<file path="src/rtl/serial_adder_n.sv">
// Multi-cycle adder: WIDTH-bit x + y + c_in, BITS_PER_CYCLE bits per clock, start/busy/done handshake.
// Optional subtract mode (y inverted on accept) is compiled in with `define SERIAL_ADDER_SUB_EN.
module serial_adder_n #(
    parameter int WIDTH          = 8,
    parameter int BITS_PER_CYCLE = 1
) (
    input  logic             clk,
    input  logic             rst,
    input  logic             start,
    input  logic [WIDTH-1:0] x,
    input  logic [WIDTH-1:0] y,
    input  logic             c_in,
    input  logic             sub,
    output logic             busy,
    output logic             done,
    output logic [WIDTH-1:0] sum,
    output logic             c_out,
    output logic             overflow,
    output logic [1:0]       dbg_state
);

    localparam int K  = WIDTH / BITS_PER_CYCLE;
    localparam int CW = (K > 1) ? $clog2(K) : 1;

    typedef enum logic [1:0] {
        IDLE = 2'd0,
        RUN  = 2'd1,
        DONE = 2'd2
    } state_t;

    state_t                    state;
    logic [WIDTH-1:0]          x_reg;
    logic [WIDTH-1:0]          y_reg;
    logic [WIDTH-1:0]          y_load;
    logic                      carry;
    logic [CW-1:0]             cnt;
    logic [BITS_PER_CYCLE-1:0] chunk_sum;
    logic [BITS_PER_CYCLE:0]   chain;
    logic [WIDTH-1:0]          result_next;

    // Handshake: a request is taken on any rising edge with start=1 while busy=0
    // (IDLE or DONE); start during RUN is dropped, never queued.
    assign dbg_state = state;

`ifdef SERIAL_ADDER_SUB_EN
    assign y_load = sub ? ~y : y;
`else
    logic unused_sub;
    assign unused_sub = sub;
    assign y_load     = y;
`endif

    // Ripple chain of full-adder slices over the current low chunk.
    always_comb begin
        chain     = '0;
        chunk_sum = '0;
        chain[0]  = carry;
        for (int i = 0; i < BITS_PER_CYCLE; i++) begin
            chunk_sum[i] = x_reg[i] ^ y_reg[i] ^ chain[i];
            chain[i+1]   = (x_reg[i] & y_reg[i]) | (chain[i] & (x_reg[i] ^ y_reg[i]));
        end
    end

    // Completed chunks enter from the MSB side, so after K chunks the
    // concatenation below is the full result in natural bit order.
    generate
        if (K == 1) begin : g_single
            assign result_next = chunk_sum;
        end else begin : g_multi
            logic [WIDTH-BITS_PER_CYCLE-1:0] acc;
            assign result_next = {chunk_sum, acc};
            always_ff @(posedge clk) begin
                if (rst) begin
                    acc <= '0;
                end else if (state == RUN) begin
                    acc <= result_next[WIDTH-1:BITS_PER_CYCLE];
                end
            end
        end
    endgenerate

    always_ff @(posedge clk) begin
        if (rst) begin
            state    <= IDLE;
            busy     <= 1'b0;
            done     <= 1'b0;
            sum      <= '0;
            c_out    <= 1'b0;
            overflow <= 1'b0;
            carry    <= 1'b0;
            cnt      <= '0;
            x_reg    <= '0;
            y_reg    <= '0;
        end else begin
            unique case (state)
                IDLE, DONE: begin
                    done <= 1'b0;
                    if (start) begin
                        state <= RUN;
                        busy  <= 1'b1;
                        x_reg <= x;
                        y_reg <= y_load;
                        carry <= c_in;
                        cnt   <= CW'(K - 1);
                    end else begin
                        state <= IDLE;
                        busy  <= 1'b0;
                    end
                end
                RUN: begin
                    x_reg <= x_reg >> BITS_PER_CYCLE;
                    y_reg <= y_reg >> BITS_PER_CYCLE;
                    carry <= chain[BITS_PER_CYCLE];
                    if (cnt == '0) begin
                        // Last chunk: its top slice is the MSB, so chain[B-1] is the carry into it.
                        state    <= DONE;
                        busy     <= 1'b0;
                        done     <= 1'b1;
                        sum      <= result_next;
                        c_out    <= chain[BITS_PER_CYCLE];
                        overflow <= chain[BITS_PER_CYCLE-1] ^ chain[BITS_PER_CYCLE];
                    end else begin
                        cnt <= cnt - 1'b1;
                    end
                end
                default: begin
                    state <= IDLE;
                    busy  <= 1'b0;
                    done  <= 1'b0;
                end
            endcase
        end
    end

endmodule

</file>
<file path="config.mk">
export PLATFORM = sky130hd
export DESIGN_NAME = serial_adder_n
export DESIGN_NICKNAME = d
export VERILOG_FILES = /design/src/rtl/serial_adder_n.sv
export SDC_FILE = /design/constraint.sdc
export NUM_CORES = 1
export LEC_CHECK = 0
export ABC_AREA = 1
export BUFFER_PORTS_ARGS = -buffer_cell sky130_fd_sc_hd__buf_2
export CORE_MARGIN = 2
export CORE_UTILIZATION = 53
export CTS_CLUSTER_DIAMETER = 30
export DETAILED_ROUTE_END_ITERATION = 16
export PLACE_DENSITY = 0.77
export SLEW_MARGIN = 40
export SYNTH_ARGS = -nofsm -noshare
export SYNTH_HDL_FRONTEND = slang
export SYNTH_SLANG_ARGS = --single-unit
</file>
<file path="constraint.sdc">
create_clock -name clk -period 1.3 [get_ports clk]
set_input_delay 0.13 -clock clk [delete_from_list [all_inputs] [get_ports clk]]
set_output_delay 0.13 -clock clk [all_outputs]
set_load 0.02 [all_outputs]
</file>
==> impl_metrics.py, run 1 <==
metrics = {
    "run_status": {
        "status": "finished, final reports clean",
    },
    "worst_setup_path": {
        "ff2ff_path_depth": 5,
        "r2r_setup_slack_ns": 0.06,
        "cp.required_ns": 1.54,
        "cp_slowest_cell": "dfxtp_1",
        "crit_type": "reg2reg",
        "crit_start": "dbg_state[0]$_SDFFE_PP0P_",
        "timing.rr.start": "dbg_state[0]$_SDFFE_PP0P_",
        "crit_path_end_kind": "register",
        "max_stage_delay_ns": 0.44,
        "cp_top_family": "simple AND/OR/NAND/NOR gates",
        "start_kind": "register",
        "path_cells": "nand2_4 > buf_4 > or2_2 > nand3_1 > nor2_1",
        "cp.arrival_ns": 1.48,
        "timing.rr.end": "x_reg[6]$_SDFFE_PP0P_",
        "cp_max_fo": 9,
        "cp_num_buf_inv": 1,
    },
    "sta": {
        "final.period_utilization": 0.952,
        "tns_ns": 0,
        "setup_viol": 0,
        "rsz0062_at_grt": "no",
        "setup_ws_ns": 0.0619,
        "fmax_mhz": 808,
        "final-max-slew-violation-count": 0,
        "slew_headroom": 0.864,
        "tightest_slew_ns": 0.202,
        "final.min_clock_period_ns": 1.24,
        "skew_ns": 0.00924,
        "report.final.hold_viol_count": 0,
    },
    "grt": {
        "grt_pass1_vias": 1292,
        "grt_usage": 0.202,
        "grt_max_degree": 22,
        "grt-ovfl-total": 0,
        "antenna_found_initial": 0,
        "grt_pass1_wl_um": 5600,
    },
    "finish": {
        "final_nets": 302,
        "area_delta_synth_final_pct": 22.9,
        "final_area_um2": 2170,
        "layout_common_cells": "45 x nor2_1, 40 x dfxtp_1, 33 x buf_2, 22 x nor3_1",
        "diodes": 0,
        "drive_above_1_share": 0.305,
        "final_common_cell": "nor2_1",
    },
    "clocking": {
        "cts_tree": "yes",
        "cts_setup_buffers": 0,
        "cts_buffers": 5,
        "cts_buffer_depth": 2,
        "clk_latency_ns": 0.34,
        "clk_pin_slew_ns": 0.12,
        "clock_sinks": 41,
        "cts_max_level": 2,
        "root_buffer": "clkbuf_4",
    },
    "floorplan": {
        "core_area_um2": 3100,
        "fp.dieH_um": 61.7,
        "dieArea_um2": 3800,
        "pin_count": 35,
        "die_w_um": 61.7,
        "initial_core_util": 0.568,
        "rows": 20,
    },
    "drt": {
        "wirelength_um": 3420,
        "antenna_left": 0,
        "vias_per_cell": 4.74,
        "wl_per_cell_um": 10.6,
        "first_pass_iters": 4,
        "vias": 1530,
        "drtIter0Drc": 93,
        "drc": 0,
    },
    "power_and_ir_drop": {
        "total_power_mw": 2.82,
        "pwr_density_cell_nw_per_um2": 1300,
        "peakVddDrop_mv": 0.842,
        "p_leak_nw": 1.03,
    },
    "synth": {
        "yosys_warnings": 0,
        "synth_area_um2": 1760,
        "synth_area_per_cell_um2": 7.80,
        "ys_ff_latch": 41,
        "synthMuxAreaShare": 0,
        "synth_simple_gate_area_frac": 0.331,
        "yosys.area_share.adder": 0.0256,
        "synth-async-reset-ratio": 0,
        "synth_top_family_by_area": "simple AND/OR/NAND/NOR gates",
        "synth_xor_area_frac": 0.00497,
        "synthCells": 226,
        "synthesis.nets": 250,
        "synth-seq-area-share": 0.466,
        "yosysUniqueCellTypes": 27,
        "synth_compound_area_frac": 0.0816,
        "synth-edff-count": 0,
        "synth_ff_type": "dfxtp_1",
    },
    "run": {
        "drv_cap": 0,
    },
    "hold_path": {
        "hold_class": "in2reg",
        "hold_path.startpoint": "y[2]",
        "hold-path-endpoint": "y_reg[2]$_SDFFE_PP0P_",
        "hold_depth": 3,
    },
    "place": {
        "pre_cts_ws_ns": 0.0508,
        "portBuffers": 33,
        "place_congestion": 0.866,
        "post-dp-hpwl_um": 2470,
        "place_area_um2": 2040,
    },
}
## final cells by class
cell class                      instances  area, um2
Inverter                               19       73.8
Sequential cell                        41        822
Tap cell                               44       55.1
Timing Repair Buffer                   55        338
Clock buffer                            7       65.1
Clock inverter                          1       5.00
Fill cell                             283        937
Multi-Input combinational cell        156        807
## worst max-delay path by stage
stage	end	slack, ns	depth (start not counted)
after detailed placement	cnt[2]$_SDFFE_PP0P_	0.05	8
after global placement	overflow$_SDFFE_PP0P_	0.09	4
after CTS	cnt[2]$_SDFFE_PP0P_	0.008	8
after global routing	x_reg[6]$_SDFFE_PP0P_	0.0004	5
final	x_reg[6]$_SDFFE_PP0P_	0.06	5
after floorplan	x_reg[6]$_SDFFE_PP0P_	0.06	5
## per-layer routing
metal  global-route usage  part of all wire  vias to the layer above
met1                0.255              0.50                      667
met2                0.325              0.44                       30
met4               0.0729             0.016                        0
met3               0.0651             0.048                        5
li1                     -                 -                      828
met5                    0                 0                        -
## cells in the mapped netlist, types with 2 or more instances
cell / n / share of area
ha_1: 2 / 0.014
buf_6: 4 / 0.026
nor3_1: 22 / 0.062
nand2_1: 24 / 0.051
buf_2: 3 / 0.0085
nand2_2: 5 / 0.018
inv_2: 2 / 0.0043
or2_2: 5 / 0.018
nor2_1: 45 / 0.096
a21oi_1: 5 / 0.014
or2_1: 3 / 0.011
o21ai_0: 21 / 0.060
dfxtp_1: 41 / 0.47
nand3_1: 15 / 0.043
inv_1: 16 / 0.034
nand2_4: 2 / 0.013
## report_power, final
group	leakage, nW	internal (mW)	total (mW)	switching [mW]
logic	0.647	0.280	0.647	0.367
registers	0.338	1.38	1.45	0.0710
clock network	0.0413	0.314	0.718	0.405
## per-stage QoR
step / hold slack, ns / std cells / util
6_report: 0.0140 / 323 / 0.698
5_1_grt: 0.0207 / 323 / 0.698
4_1_cts: 0.000622 / 323 / 0.690
3_5_place_dp: 0.368 / 312 / 0.657
3_3_place_gp: 0.359 / 312 / 0.657
2_1_floorplan: 0.192 / 226 / -
## kinds of logic after synthesis
family	count (synthesis)
and+or+nand+nor	124
DFF	41
buffers and inverters	29
AOI/OAI and AO/OA	28
adders and majority gates	3
xor gates and xnor gates	1
## worst reg2reg max path: stages (launching register included)
cell and delay, ns:
dfxtp_1 0.44, nand2_4 0.12, buf_4 0.18, or2_2 0.28, nand3_1 0.08, nor2_1 0.04
## timing repair
item / CTS / global route
hold endpoints to repair: 3 / 0
gates resized for setup: 0 / 8
hold buffers: 3 / 0
endpoints found under the setup margin: 0 / 12
(Power assumes the default switching activity.)
==> run 2, diff against run 1 <==
--- a/config.mk
+++ b/config.mk
@@ -8,10 +8,11 @@
 export ABC_AREA = 1
 export BUFFER_PORTS_ARGS = -buffer_cell sky130_fd_sc_hd__buf_2
 export CORE_MARGIN = 2
-export CORE_UTILIZATION = 53
+export CORE_UTILIZATION = 55
+export CTS_BUF_LIST = sky130_fd_sc_hd__clkbuf_2
 export CTS_CLUSTER_DIAMETER = 30
 export DETAILED_ROUTE_END_ITERATION = 16
-export PLACE_DENSITY = 0.77
+export PLACE_DENSITY = 0.8
 export SLEW_MARGIN = 40
 export SYNTH_ARGS = -nofsm -noshare
 export SYNTH_HDL_FRONTEND = slang
==> run 2 against run 1 <==
Design area grew 7.4%. First-iteration DRC count shrank 11%. Highest routed layer unchanged. Hold slack lost 0.0071 ns. Largest cell class unchanged. Register-to-register slack about the same. Clock skew rose by 0.013 ns. Clock-buffer cell count fell by 1. Fmax fell by 0.96%. Clock power rose by 3.6%. Flip-flop and latch count is the same. Cell count rose by 3.4%.
==> impl_metrics.py, run 2 (synthesis gave the netlist of run 1 again) <==
metrics = {
    "run_status": {
        "status": "finished, final reports clean",
    },
    "clocking": {
        "clock_sinks": 41,
        "cts_buffers": 5,
        "cts_tree": "yes",
        "root_buffer": "clkbuf_2",
        "clk_latency_ns": 0.41,
        "cts_max_level": 2,
        "cts_buffer_depth": 2,
        "clk_pin_slew_ns": 0.20,
    },
    "place": {
        "portBuffers": 33,
        "place_congestion": 0.809,
        "placed_cells": 309,
        "post-dp-hpwl_um": 2450,
        "pre_cts_ws_ns": 0.00318,
        "place_area_um2": 2040,
    },
    "worst_setup_path": {
        "crit_path_end_kind": "register",
        "cp.required_ns": 1.61,
        "timing.rr.end": "cnt[2]$_SDFFE_PP0P_",
        "crit_type": "reg2reg",
        "cp_max_fo": 9,
        "cp_num_buf_inv": 2,
        "cp.arrival_ns": 1.56,
        "ff2ff_path_depth": 6,
        "timing.rr.start": "dbg_state[1]$_SDFFE_PP0P_",
        "cp_top_family": "flip-flops",
        "path_cells": "buf_4 > nor2_8 > buf_4 > nand3_1 > nand2_1 > a21oi_2",
        "path_common_cell": "buf_4",
        "start_kind": "register",
        "r2r_setup_slack_ns": 0.05,
        "cp_slowest_cell": "dfxtp_1",
        "max_stage_delay_ns": 0.39,
    },
    "sta": {
        "setup_viol": 0,
        "skew_ns": 0.0218,
        "fmax_mhz": 800,
        "tightest_slew_ns": 0.215,
        "hold_slack_ns": 0.00697,
        "rsz0062_at_grt": "yes",
        "slew_headroom": 0.856,
        "setup_ws_ns": 0.0499,
        "final.period_utilization": 0.962,
        "final-max-slew-violation-count": 0,
        "final.min_clock_period_ns": 1.25,
        "report.final.hold_viol_count": 0,
    },
    "drt": {
        "vias": 1656,
        "drtIter0Drc": 83,
        "drc": 0,
        "first_pass_iters": 4,
        "wl_per_cell_um": 11.8,
        "antenna_left": 0,
        "vias_per_cell": 4.96,
        "wirelength_um": 3950,
    },
    "floorplan": {
        "rows": 20,
        "core_area_um2": 3050,
        "pin_count": 35,
        "initial_core_util": 0.577,
        "dieArea_um2": 3670,
        "fp.dieH_um": 60.6,
        "die_w_um": 60.6,
    },
    "hold_path": {
        "hold_class": "in2reg",
        "hold_depth": 3,
        "hold-path-endpoint": "x_reg[1]$_SDFFE_PP0P_",
        "hold_path.startpoint": "x[1]",
    },
    "finish": {
        "finalNonFillerCells": 334,
        "final_area_um2": 2330,
        "utilization": 0.762,
        "final_nets": 313,
        "area_delta_synth_final_pct": 31.9,
        "drive_above_1_share": 0.297,
        "layout_common_cells": "45 x nor2_1, 36 x dfxtp_1, 33 x buf_2, 23 x nand2_1, 20 x nor3_1",
        "diodes": 0,
        "final_common_cell": "nor2_1",
    },
    "grt": {
        "grt_usage": 0.228,
        "grt-ovfl-total": 0,
        "grt_max_degree": 18,
        "met1_usage": 0.290,
        "grt_pass1_wl_um": 6110,
        "antenna_found_initial": 0,
        "busiest_layer": "met2",
        "grt_pass1_vias": 1408,
        "grt_use_met2": 0.359,
        "grt_util_met3": 0.0746,
    },
    "run": {
        "drv_cap": 0,
    },
    "power_and_ir_drop": {
        "peakVddDrop_mv": 0.809,
        "pwr_density_cell_nw_per_um2": 1260,
        "p_leak_nw": 1.09,
    },
}
run 2: cell types whose count changed in the layout (fill, tap and decap cells not counted), moves of 2 or more:
cell	delta
nor3_1	-2
dfxtp_2	+4
o21ai_1	+2
nand2_1	+2
clkbuf_4	-5
dlygate4sd3_1	+14
buf_12	+2
buf_4	-6
nand2_2	-2
clkbuf_8	-2
dfxtp_1	-4
nor3_2	+2
o21ai_0	-2
clkbuf_2	+6
run 2: cell type report:
type                       count  area (um2)
fill                         233         727
sequential                    41         827
clock inverter                 2        33.8
clock buffer                   6        30.0
inverter                      19        73.8
tap                           44        55.1
timing repair buffer          66         484
multi-input combinational    156         822
run 2: how the worst max path moves through the flow:
| stage | from | end | slack, ns | depth (start not counted) |
|---|---|---|---|---|
| 4_1_cts | cnt[0]$_SDFFE_PP0P_ | sum[5]$_SDFFE_PP0P_ | 0.005 | 7 |
| 5_1_grt | cnt[1]$_SDFFE_PP0P_ | sum[2]$_SDFFE_PP0P_ | -0.003 | 9 |
| 6_report | dbg_state[1]$_SDFFE_PP0P_ | cnt[2]$_SDFFE_PP0P_ | 0.05 | 6 |
| 2_1_floorplan | dbg_state[0]$_SDFFE_PP0P_ | x_reg[6]$_SDFFE_PP0P_ | 0.06 | 5 |
| 3_5_place_dp | cnt[0]$_SDFFE_PP0P_ | sum[5]$_SDFFE_PP0P_ | 0.003 | 7 |
| 3_3_place_gp | cnt[0]$_SDFFE_PP0P_ | sum[3]$_SDFFE_PP0P_ | 0.07 | 7 |
run 2: power by group:
part	total (mW)	internal, mW	switching, mW
sequential	1.47	1.39	0.0770
combinational	0.715	0.322	0.392
clock	0.744	0.328	0.416
total	2.92	2.04	0.885
run 2: layer usage:
metal,up-vias,wire [um]
met1,750,1800
met2,40,1890
met4,0,91
met3,11,172
li1,855,-
met5,-,0
run 2: worst min-delay path, delay by kind of cell:
family,cells,cell delay [ns]
simple gates,2,0.16
buf+inv,1,0.08
run 2: what timing repair did:
item                                   CTS  global route
buffers inserted                         0             0
hold buffers                            16             1
endpoints found under the hold margin   19             1
resized for setup                        1            16
setup endpoints to repair                1            18
run 2: stage by stage:
stage | TNS (ns) | power (mW)
2_1_floorplan | 0 | 1.91
3_3_place_gp | 0 | 2.09
3_5_place_dp | 0 | 2.11
4_1_cts | 0 | 2.86
5_1_grt | -0.00487 | 3.07
6_report | 0 | 2.92
